`config.mk`:
```
export PLATFORM = sky130hd
export DESIGN_NAME = heap_overflow_monitor
export DESIGN_NICKNAME = d
export VERILOG_FILES = /design/src/rtl/insa_sec_pkg.sv /design/src/rtl/hom_range_buf.sv /design/src/rtl/heap_overflow_monitor.sv
export SDC_FILE = /design/constraint.sdc
export NUM_CORES = 1
export LEC_CHECK = 0
export BUFFER_PORTS_ARGS = -buffer_cell sky130_fd_sc_hd__buf_2
export CORE_ASPECT_RATIO = 1.2
export CORE_MARGIN = 2
export CORE_UTILIZATION = 35
export DETAILED_ROUTE_END_ITERATION = 7
export PLACE_DENSITY = 0.47
export SLEW_MARGIN = 20
export SYNTH_ARGS = -nofsm -noshare
export SYNTH_HDL_FRONTEND = slang
export SYNTH_SLANG_ARGS = --single-unit
```
`constraint.sdc`:
```
create_clock -name clk_i -period 3.51 [get_ports clk_i]
set_clock_uncertainty 0.05 [all_clocks]
set_input_delay 0.1755 -clock clk_i [delete_from_list [all_inputs] [get_ports clk_i]]
set_output_delay 0.1755 -clock clk_i [all_outputs]
set_load 0.005 [all_outputs]
```
`src/rtl/insa_sec_pkg.sv`:
```
// Shared security-block types: op codes, store-size encoding and the range record
// used by the heap overflow monitor.
package insa_sec_pkg;

  typedef enum logic [1:0] {
    OTHER = 2'd0,
    STORE = 2'd1,
    LOAD  = 2'd2,
    JALR  = 2'd3
  } hom_op_t;

  localparam logic [1:0] HOM_SZ_BYTE = 2'd0;
  localparam logic [1:0] HOM_SZ_HALF = 2'd1;
  localparam logic [1:0] HOM_SZ_WORD = 2'd2;
  localparam logic [1:0] HOM_SZ_NONE = 2'd3;

  localparam logic [0:0] HOM_ST_IDLE  = 1'b0;
  localparam logic [0:0] HOM_ST_TRACK = 1'b1;

  // Range records are sized for the widest supported address; narrower builds
  // zero-extend, so the constant upper bits disappear in synthesis.
  localparam int HOM_ADDR_W = 64;

  typedef struct packed {
    logic [HOM_ADDR_W-1:0] start_addr;
    logic [HOM_ADDR_W-1:0] end_addr;
    logic                  valid;
  } hom_range_t;

  function automatic logic [2:0] hom_size_bytes(input logic [1:0] size);
    logic [2:0] bytes;
    case (size)
      HOM_SZ_BYTE: bytes = 3'd1;
      HOM_SZ_HALF: bytes = 3'd2;
      HOM_SZ_WORD: bytes = 3'd4;
      default:     bytes = 3'd0;
    endcase
    return bytes;
  endfunction

endpackage

```
`src/rtl/hom_range_buf.sv`:
```
// Circular buffer of committed address ranges with a parallel inclusive hit lookup.
// Macro HOM_OVERWRITE_OLDEST_EN: a write to a full buffer replaces the oldest entry.
module hom_range_buf
  import insa_sec_pkg::*;
#(
  parameter int NR_RANGES = 4
) (
  input  logic                         clk_i,
  input  logic                         rst_ni,
  input  logic                         flush_i,
  input  logic                         wr_en_i,
  input  hom_range_t                   wr_range_i,
  input  logic [HOM_ADDR_W-1:0]        lookup_addr_i,
  output logic                         hit_o,
  output logic                         lost_o,
  output logic [$clog2(NR_RANGES):0]   used_o
);

  localparam int PW = $clog2(NR_RANGES);
  localparam logic [PW:0] FULL_CNT = (PW+1)'(NR_RANGES);

  hom_range_t      r_ranges [NR_RANGES];
  logic [PW-1:0]   r_wrPtr;
  logic [PW:0]     r_used;
  logic            w_full;
  logic            w_doWrite;
  logic            w_hit;

  assign w_full = (r_used == FULL_CNT);

`ifdef HOM_OVERWRITE_OLDEST_EN
  // When full the write pointer sits on the oldest entry, so a plain write evicts it.
  assign w_doWrite = wr_en_i;
  assign lost_o    = 1'b0;
`else
  assign w_doWrite = wr_en_i && !w_full;
  assign lost_o    = wr_en_i && w_full;
`endif

  always_ff @(posedge clk_i or negedge rst_ni) begin
    if (!rst_ni) begin
      for (int i = 0; i < NR_RANGES; i++) r_ranges[i] <= '0;
      r_wrPtr <= '0;
      r_used  <= '0;
    end else if (flush_i) begin
      for (int i = 0; i < NR_RANGES; i++) r_ranges[i] <= '0;
      r_wrPtr <= '0;
      r_used  <= '0;
    end else if (w_doWrite) begin
      r_ranges[r_wrPtr] <= wr_range_i;
      r_wrPtr           <= r_wrPtr + PW'(1);
      if (!w_full) r_used <= r_used + (PW+1)'(1);
    end
  end

  always_comb begin
    w_hit = 1'b0;
    for (int i = 0; i < NR_RANGES; i++) begin
      if (r_ranges[i].valid &&
          (r_ranges[i].start_addr <= lookup_addr_i) &&
          (lookup_addr_i <= r_ranges[i].end_addr)) begin
        w_hit = 1'b1;
      end
    end
  end

  assign hit_o  = w_hit;
  assign used_o = r_used;

endmodule

```
`src/rtl/heap_overflow_monitor.sv`:
```
// Tracks runs of contiguous non-stack stores, records long runs as heap ranges and
// flags a JALR that follows a load from such a range. Honors HOM_OVERWRITE_OLDEST_EN.
module heap_overflow_monitor
  import insa_sec_pkg::*;
#(
  parameter int NR_RANGES     = 4,
  parameter int AW            = 32,
  parameter int MIN_RUN_BYTES = 32,
  parameter int TIMEOUT       = 10
) (
  input  logic                       clk_i,
  input  logic                       rst_ni,
  input  logic                       valid_i,
  input  hom_op_t                    op_i,
  input  logic [1:0]                 size_i,
  input  logic [AW-1:0]              addr_i,
  input  logic                       stack_base_i,
  input  logic                       flush_i,
  input  logic                       en_crash_i,
  output logic                       crash_o,
  output logic                       tracking_o,
  output logic                       taint_o,
  output logic [$clog2(NR_RANGES):0] used_o,
  output logic                       drop_o
);

  localparam int DW = $clog2(TIMEOUT + 1);
  localparam logic [DW-1:0] DATE_RELOAD = DW'(TIMEOUT);
  localparam logic [16:0]   MIN_RUN     = 17'(MIN_RUN_BYTES);

  logic [0:0]    r_state;
  logic [AW-1:0] r_start;
  logic [AW-1:0] r_end;
  logic [15:0]   r_count;
  logic [DW-1:0] r_date;
  logic          r_taint;
  logic          r_crash;
  logic          r_drop;

  logic          w_tracking;
  logic          w_qualStore;
  logic          w_nonStore;
  logic [2:0]    w_bytes;
  logic          w_contig;
  logic          w_timeout;
  logic          w_commit;
  logic          w_commitKeep;
  logic [16:0]   w_countSum;
  logic          w_liveHit;
  logic          w_bufHit;
  logic          w_bufLost;
  hom_range_t    w_wrRange;

  assign w_tracking  = (r_state == HOM_ST_TRACK);
  assign w_qualStore = valid_i && (op_i == STORE) && !stack_base_i && (size_i != HOM_SZ_NONE);
  assign w_nonStore  = valid_i && (op_i != STORE);
  assign w_bytes     = hom_size_bytes(size_i);
  assign w_contig    = ((r_end + AW'(w_bytes)) == addr_i);
  assign w_timeout   = w_nonStore && (r_date <= DW'(1));
  assign w_countSum  = {1'b0, r_count} + 17'(w_bytes);

  // A run ends either on a non-contiguous store or when the idle budget runs out.
  assign w_commit     = w_tracking && ((w_qualStore && !w_contig) || w_timeout);
  assign w_commitKeep = w_commit && ({1'b0, r_count} > MIN_RUN);

  assign w_liveHit = w_tracking && (r_start <= addr_i) && (addr_i <= r_end);

  always_comb begin
    w_wrRange            = '0;
    w_wrRange.start_addr = HOM_ADDR_W'(r_start);
    w_wrRange.end_addr   = HOM_ADDR_W'(r_end);
    w_wrRange.valid      = 1'b1;
  end

  hom_range_buf #(
    .NR_RANGES (NR_RANGES)
  ) u_rangeBuf (
    .clk_i         (clk_i),
    .rst_ni        (rst_ni),
    .flush_i       (flush_i),
    .wr_en_i       (w_commitKeep),
    .wr_range_i    (w_wrRange),
    .lookup_addr_i (HOM_ADDR_W'(addr_i)),
    .hit_o         (w_bufHit),
    .lost_o        (w_bufLost),
    .used_o        (used_o)
  );

  always_ff @(posedge clk_i or negedge rst_ni) begin
    if (!rst_ni) begin
      r_state <= HOM_ST_IDLE;
      r_start <= '0;
      r_end   <= '0;
      r_count <= '0;
      r_date  <= '0;
    end else if (flush_i) begin
      r_state <= HOM_ST_IDLE;
      r_start <= '0;
      r_end   <= '0;
      r_count <= '0;
      r_date  <= '0;
    end else if (w_qualStore) begin
      if (w_tracking && w_contig) begin
        r_end   <= addr_i;
        r_count <= w_countSum[16] ? 16'hFFFF : w_countSum[15:0];
        r_date  <= DATE_RELOAD;
      end else begin
        r_state <= HOM_ST_TRACK;
        r_start <= addr_i;
        r_end   <= addr_i;
        r_count <= '0;
        r_date  <= DATE_RELOAD;
      end
    end else if (w_tracking && w_nonStore) begin
      if (w_timeout) begin
        r_state <= HOM_ST_IDLE;
        r_date  <= '0;
      end else begin
        r_date  <= r_date - DW'(1);
      end
    end
  end

  // Lookups use the pre-commit buffer contents; JALR consumes the taint.
  always_ff @(posedge clk_i or negedge rst_ni) begin
    if (!rst_ni) begin
      r_taint <= 1'b0;
      r_crash <= 1'b0;
      r_drop  <= 1'b0;
    end else if (flush_i) begin
      r_taint <= 1'b0;
      r_crash <= 1'b0;
      r_drop  <= 1'b0;
    end else begin
      r_crash <= 1'b0;
      if (valid_i && (op_i == LOAD)) begin
        r_taint <= w_bufHit || w_liveHit;
      end else if (valid_i && (op_i == JALR)) begin
        r_crash <= r_taint && en_crash_i;
        r_taint <= 1'b0;
      end
      if (w_bufLost) r_drop <= 1'b1;
    end
  end

  assign crash_o    = r_crash;
  assign tracking_o = w_tracking;
  assign taint_o    = r_taint;
  assign drop_o     = r_drop;

endmodule

```
Word level (Yosys, flattened, before mapping)

Cells that the tools add are included.

$add $sub $neg: 5
$mul: 0
Divide/modulo/power cells: 0
$lt $le $gt $ge: 14
Equal/unequal tests: 12
Shifts and indexed selects: 0
Muxes and demuxes: 41
Bitwise gates (word level): 1
Reductions and logical operators: 41

Operators by type and width:

| kind                                                                              | count |
|---|---|
| 516-bit two-way mux                                                               | 2 |
| 516-bit bitwise mux                                                               | 1 |
| 129-bit demux with 2-bit select                                                   | 1 |
| 32-bit by 64-bit less-or-equal comparator with 1-bit output                       | 4 |
| 64-bit by 32-bit less-or-equal comparator with 1-bit output                       | 4 |
| 32-bit two-way mux                                                                | 5 |
| 129-bit two-way mux                                                               | 1 |
| 32-bit less-or-equal comparator                                                   | 2 |
| 16-bit two-way mux                                                                | 4 |
| 32-bit by 3-bit adder with 32-bit output                                          | 1 |
| 32-bit == test                                                                    | 1 |
| 1-bit logical AND                                                                 | 26 |
| 16-bit by 3-bit adder with 17-bit output                                          | 1 |
| 1-bit two-way mux                                                                 | 17 |
| 16-bit by 6-bit > comparator with 1-bit output (second input constant)            | 1 |
| 4-bit two-way mux                                                                 | 4 |
| 3-bit two-way mux                                                                 | 3 |
| 3-bit case mux with 3 select lines                                                | 1 |
| 3-bit nonzero test                                                                | 3 |
| 2-bit == test (second input constant)                                             | 3 |
| 2-bit != test (second input constant)                                             | 3 |
| 2-bit nonzero test                                                                | 3 |
| 2-bit by 1-bit == test with 1-bit output (second input constant)                  | 2 |
| 4-bit by 1-bit less-or-equal comparator with 1-bit output (second input constant) | 1 |
| other kinds (15)                                                                  | 20 |

Register bits: 609
Latch bits: 0
RAM bits: 0
ROM bits: 0
Input bits: 42
Output and inout bits: 7
Logic and storage cells: 136
Memories kept: 0

Logic depth before layout (Yosys ltp)

Depth after elaboration: 12
Depth in mapped cells: 18
Gate-level depth less buffers: 12

By module

Synthesis repeated with hierarchy kept, for this count alone.

Cells, all modules: 3764
Area total of the unflattened synthesis: 37647.4 sq um

Modules (own cells, without submodules):

| module                | times used | cells each | area an instance (sq um) | seq. area each (sq um) |
|---|---|---|---|---|
| hom_range_buf         | 1          | 2845       | 30299.1                  | 13037.5 |
| heap_overflow_monitor | 1          | 919        | 7348.3                   | 2202.1 |

Worst setup path after synthesis

OpenSTA, ideal clock, no wires.

Path kind: input port to flip-flop
Start point: in size_i[0]
End point: reg r_count[8]
Setup time: 64 ps
Arrival time: 3521 ps
Required time: 3396 ps
Path slack: -125 ps
Stages on the path: 15
Buffers on the path: 3
Cell sequence: buf_2 -> nor2_1 -> ha_1 -> ha_1 -> nor2_1 -> o221ai_1 -> and4_1 -> o32ai_1 -> or4_1 -> or4_1 -> or4_1 -> buf_2 -> buf_6 -> a21oi_2 -> a21o_1

Word-level cells in the longest chain between the ends: 8
Elaborated cells between the ends (all ways): 15
Classes of those cells: add/sub: 2; eq/ne: 4; mux: 5; reduce/logical: 4

RTL lines:

| item                                        | line                         | text |
|---|---|---|
| from (decl)                                 | heap_overflow_monitor.sv:15  | `input logic [1:0] size_i,` |
| 2-bit == test, or another cell as far along | insa_sec_pkg.sv:32           | `case (size)` |
| 3-bit case mux with 3 select lines          | insa_sec_pkg.sv:32           |  |
| 32-bit by 3-bit adder with 32-bit output    | heap_overflow_monitor.sv:58  | `assign w_contig = ((r_end + AW'(w_bytes)) == addr_i);` |
| 32-bit == test                              | heap_overflow_monitor.sv:58  |  |
| 1-bit logical AND                           | heap_overflow_monitor.sv:103 | `if (w_tracking && w_contig) begin` |
| 16-bit two-way mux                          | heap_overflow_monitor.sv:103 |  |
| 16-bit two-way mux                          | heap_overflow_monitor.sv:102 | `end else if (w_qualStore) begin` |
| 16-bit two-way mux                          | heap_overflow_monitor.sv:96  | `end else if (flush_i) begin` |
| to (signal assigned)                        | heap_overflow_monitor.sv:105 | `r_count <= w_countSum[16] ? 16'hFFFF : w_countSum[15:0];` |
| to (decl)                                   | heap_overflow_monitor.sv:34  | `logic [15:0] r_count;` |

Several ways; a longest one is shown, not always the timed one. The select of a mux whose other input is x is not followed.
A chain may end at the register's enable or synchronous reset.

Worst setup path in the final report

Start point: reg r_end[0]
End point: reg r_start[13]

Word-level cells in the longest chain between the ends: 5

RTL lines:

| item                                     | line                         | text |
|---|---|---|
| from (decl)                              | heap_overflow_monitor.sv:33  | `logic [AW-1:0] r_end;` |
| from (signal assigned)                   | heap_overflow_monitor.sv:104 | `r_end <= addr_i;` |
| from (signal assigned)                   | heap_overflow_monitor.sv:110 | `r_end <= addr_i;` |
| 32-bit by 3-bit adder with 32-bit output | heap_overflow_monitor.sv:58  |  |
| 32-bit == test                           | heap_overflow_monitor.sv:58  |  |
| 1-bit logical AND                        | heap_overflow_monitor.sv:103 |  |
| 2-bit != test (no source line)           | -                            |  |
| 2-bit AND reduction (no source line)     | -                            |  |
| to (signal assigned)                     | heap_overflow_monitor.sv:109 | `r_start <= addr_i;` |
| to (decl)                                | heap_overflow_monitor.sv:32  | `logic [AW-1:0] r_start;` |

No other way between the ends.

==> flow_summary_export.csv <==
group,metric,value,unit
drt,detail_route.first_pass.iterations,6,
clock_tree,insertion_delay,580,ps
clock_tree,cts.sinks,353,
logic_synthesis,async_flop_share,1.00,
run_status,outcome,"finished, violations left",
critical_path,critPathKind,"reg -> reg",
worst_hold_path,worstHoldStart,"addr_i[19]",
placement,dp_hpwl,60000,µm
clock_tree,clk_pin_slew,60,ps
global_routing,grt_pass1_wl,124000,µm
run_status,violations,"negative setup slack",
pwr,p_switching,2.61,mW
pwr,powerDensity,322,nW/µm²
critical_path,crit_start,"r_end[0]",
critical_path,worstSetupStartpointType,"flop",
critical_path,critical-path-slowest-cell,"or4bb_4",
critical_path,path_buf_inv,5,
global_routing,grt_pass1_vias,20738,
timing,period_needed,3600,ps
placement,buffer_ports.inserted,48,
logic_synthesis,ys_types,71,
drt,drcViolationCount,0,
layout,areaGrowthSynthToFinish,23.4,%
pwr,pwr-share-clk,0.472,
timing,drv_slew,0,
critical_path,slowest_delay,570,ps
timing,final-hold-violation-count,0,
floorplanning,initial_core_util,0.352,
floorplanning,die_x,247,µm
logic_synthesis,synth-seq-cells,353,
run,maxCapViolCount,0,
logic_synthesis,seq_area_frac_synth,0.355,
pwr,pwr-share-seq,0.415,
drt,vias_per_cell,5.30,
floorplanning,rows,107,
critical_path,crit_path_frequent_cell,"buf_4",
clock_tree,cts_tree,"built",
logic_synthesis,syn_nets,2999,
clock_tree,cts_buffers,43,
timing,finalCritPeriodShare,1.02,
floorplanning,core_area,70700,µm²
critical_path,arrival,4050,ps
timing,max_freq,278,MHz
pwr,p_sw_frac,0.264,
drt,ant_nets,0,
logic_synthesis,synth_area_per_cell,9.48,µm²
critical_path,crit_family,"simple AND/OR/NAND/NOR gates",
drt,wire_per_inst,21.9,µm
logic_synthesis,synth_edf_count,0,
critical_path,crit_required,3960,ps
clock_tree,htree_levels,2,
global_routing,antenna_found_initial,0,
timing,worst_slack,-85.1,ps
global_routing,overflow,0,
drt,drt_first_iter_violations,1089,
critical_path,r2r_start,"r_end[0]",
timing,slew_headroom,0.270,
layout,final_cell_count_no_fill,3834,
clock_tree,clock_path_buffers,3,
logic_synthesis,synth-simple-area-share,0.188,
critical_path,crit_chain,"ha_2 -> buf_4 -> nand3_1 -> and2_4 -> a311oi_2 -> buf_4 -> mux2i_1 -> mux2i_1 -> buf_4 -> or4bb_4 -> nor4_4 -> buf_4 -> nor2_4 -> buf_12 -> o22ai_2",
layout,drive_gt1_frac,0.167,
logic_synthesis,synth_top_family_by_area,"simple AND/OR/NAND/NOR gates",
placement,placed_cells,3709,
floorplanning,die_h,296,µm
drt,dr_total_vias,20322,
clock_tree,clock_tree.root_cell,"clkbuf_16",
timing,worstMarginPinSlew,1090,ps
logic_synthesis,synthMuxAreaShare,0.108,
layout,final_nets,3249,
placement,dp_slack,-391,ps
pwr,vdd_ir_drop_max,0.235,mV
pwr,combPwrFrac,0.113,
logic_synthesis,synth.cell_area,24900,µm²
floorplanning,ios,49,
placement,gp_congestion,0.911,
floorplanning,dieArea,73300,µm²
logic_synthesis,ys.flop_type,"dfrtp_1",
logic_synthesis,yosys_warnings,0,
pwr,internal_power,7.27,mW
worst_hold_path,min_path_type,"in -> reg",
global_routing,grtUsageTotal,0.222,
logic_synthesis,synthCells,2625,
pwr,leakage,14.8,nW
timing,setup_viol,136,
critical_path,crit_fanout,7,
critical_path,endpoint_kind,"flop",
timing,rsz0062_at_grt,"yes",
layout,fillCellCount,6905,
logic_synthesis,synth_xor_area_frac,0.0130,
logic_synthesis,synthAdderAreaFrac,0.167,
logic_synthesis,synth-compound-area-share,0.115,
global_routing,grt_max_degree,218,
drt,drt_wl_total,83900,µm
==> Yosys cell counts, types with 12 or more instances <==
master | count | share of area
nand4_1 | 74 | 0.019
o22ai_1 | 37 | 0.0093
nand3_1 | 39 | 0.0078
o211ai_1 | 19 | 0.0057
buf_2 | 26 | 0.0052
ha_1 | 332 | 0.17
xnor2_1 | 22 | 0.0077
nor2b_1 | 22 | 0.0055
mux2i_1 | 265 | 0.11
nor4_1 | 20 | 0.0050
o21ai_0 | 76 | 0.015
clkbuf_1 | 70 | 0.011
nand2b_1 | 335 | 0.084
inv_1 | 218 | 0.033
and3_1 | 12 | 0.0030
a31oi_1 | 16 | 0.0040
dfrtp_1 | 353 | 0.35
a21o_1 | 48 | 0.014
nor2_1 | 103 | 0.016
a21oi_1 | 149 | 0.030
nand2_1 | 160 | 0.024
nor3_1 | 35 | 0.0070
xor2_1 | 15 | 0.0053
o21a_1 | 15 | 0.0045
a211oi_1 | 20 | 0.0060
==> power by group through the flow <==
| stage | clock network [mW] | registers [mW] | logic (mW) |
|---|---|---|---|
| finish | 4.66 | 4.10 | 1.12 |
| CTS | 4.80 | 4.10 | 1.10 |
| floorplan | 0 | 4.17 | 0.528 |
| global route | 4.95 | 4.10 | 1.24 |
| detailed placement | 0 | 4.17 | 1.07 |
| global placement | 0 | 4.17 | 1.06 |
==> area by class of cell <==
cell class | count | area (µm²) | area share
Multi-Input combinational cell | 1943 | 15400 | 0.500
Sequential cell | 353 | 8840 | 0.288
Timing Repair Buffer | 316 | 3090 | 0.101
Clock buffer | 62 | 1280 | 0.0416
Tap cell | 926 | 1160 | 0.0377
Inverter | 218 | 818 | 0.0266
Clock inverter | 15 | 174 | 0.00566
Antenna cell | 1 | 2.50 | 0.0000815
==> logic make-up (layout without fill, tap and decap cells) <==
logic type	after synthesis	in the layout
and+or+nand+nor	850	851
AOI/OAI and AO/OA	454	454
DFF	353	353
adders and majority gates	332	332
buffers and inverters	330	611
muxes	269	269
xor gates and xnor gates	37	37
other	0	1
==> cell usage in the layout (no fill, tap or decap), types with 12 or more instances in the layout <==
| master | count |
|---|---|
| a21o_1 | 48 |
| nand2_1 | 158 |
| dfrtp_1 | 351 |
| clkbuf_8 | 12 |
| a21oi_1 | 145 |
| a211oi_1 | 17 |
| xnor2_1 | 20 |
| buf_2 | 46 |
| nand4_1 | 74 |
| o21a_1 | 14 |
| nor4_1 | 17 |
| nand2b_1 | 334 |
| o211ai_1 | 19 |
| buf_4 | 183 |
| ha_1 | 330 |
| buf_6 | 20 |
| inv_1 | 218 |
| o21ai_0 | 74 |
| dlygate4sd3_1 | 18 |
| buf_12 | 24 |
| xor2_1 | 15 |
| mux2i_1 | 260 |
| a21oi_2 | 12 |
| clkbuf_16 | 60 |
| and3_1 | 12 |
| nor2_1 | 99 |
| a31oi_1 | 14 |
| nor3_1 | 33 |
| nand3_1 | 38 |
| nor2b_1 | 22 |
| o22ai_2 | 31 |
==> layer usage <==
layer / share of wire / routed length, µm / GRT usage
met2: 0.51 / 43200 / 0.398
met5: 0 / 0 / 0
met4: 0.033 / 2760 / 0.0660
met3: 0.028 / 2340 / 0.0230
met1: 0.42 / 35700 / 0.280
==> flip-flops by register name (all words and copies together) (netlist names) <==
signal               cells
u_rangeBuf.r_ranges    260
r_end                   32
r_start                 32
r_count                 16
r_date                   4
u_rangeBuf.used_o        3
u_rangeBuf.r_wrPtr       2
crash_o                  1
drop_o                   1
taint_o                  1
tracking_o               1
==> stage by stage <==
step | area (µm²) | power (mW) | util | hold WS (ps) | setup TNS [ps]
3_5_place_dp | 27900 | 5.25 | 0.395 | 252 | -70510
2_1_floorplan | 24900 | 4.70 | - | -170 | 0
4_1_cts | 29800 | 10.0 | 0.421 | 6.08 | -3080
3_3_place_gp | 27900 | 5.23 | 0.395 | 248 | -41650
5_1_grt | 30700 | 10.3 | 0.434 | 21.6 | -39140
6_report | 30700 | 9.88 | 0.434 | 29.8 | -4630
==> worst register-to-register path, stage by stage, from the launching register on <==
cell	delay (ps)
dfrtp_1	360
ha_2	220
buf_4	140
nand3_1	120
and2_4	230
a311oi_2	210
buf_4	160
mux2i_1	70
mux2i_1	250
buf_4	170
or4bb_4	570
nor4_4	330
buf_4	190
nor2_4	80
buf_12	210
o22ai_2	180
==> path summary, 6_finish.rpt <==
path | slack [ps] | cells past startpoint | end
max in group asynchronous | 2250 | 3 | r_start[21]
worst min-delay path | 30 | 4 | r_end[19]
worst max-delay path | -90 | 15 | r_start[13]
min in group asynchronous | 170 | 2 | u_rangeBuf.r_ranges[285]
worst max register to register | -90 | 15 | r_start[13]
worst min register to register | 470 | 2 | r_count[0]
==> repair_timing <==
item                                   4_1_cts  5_1_grt
gates cloned                                 1       20
setup endpoints to repair                  299      310
buffers inserted                             3        6
gates resized for setup                     37       85
endpoints found under the hold margin      107        0
hold buffers                                18        0
pin swaps                                    7       45
No activity file was read; power rests on OpenSTA's default activity.
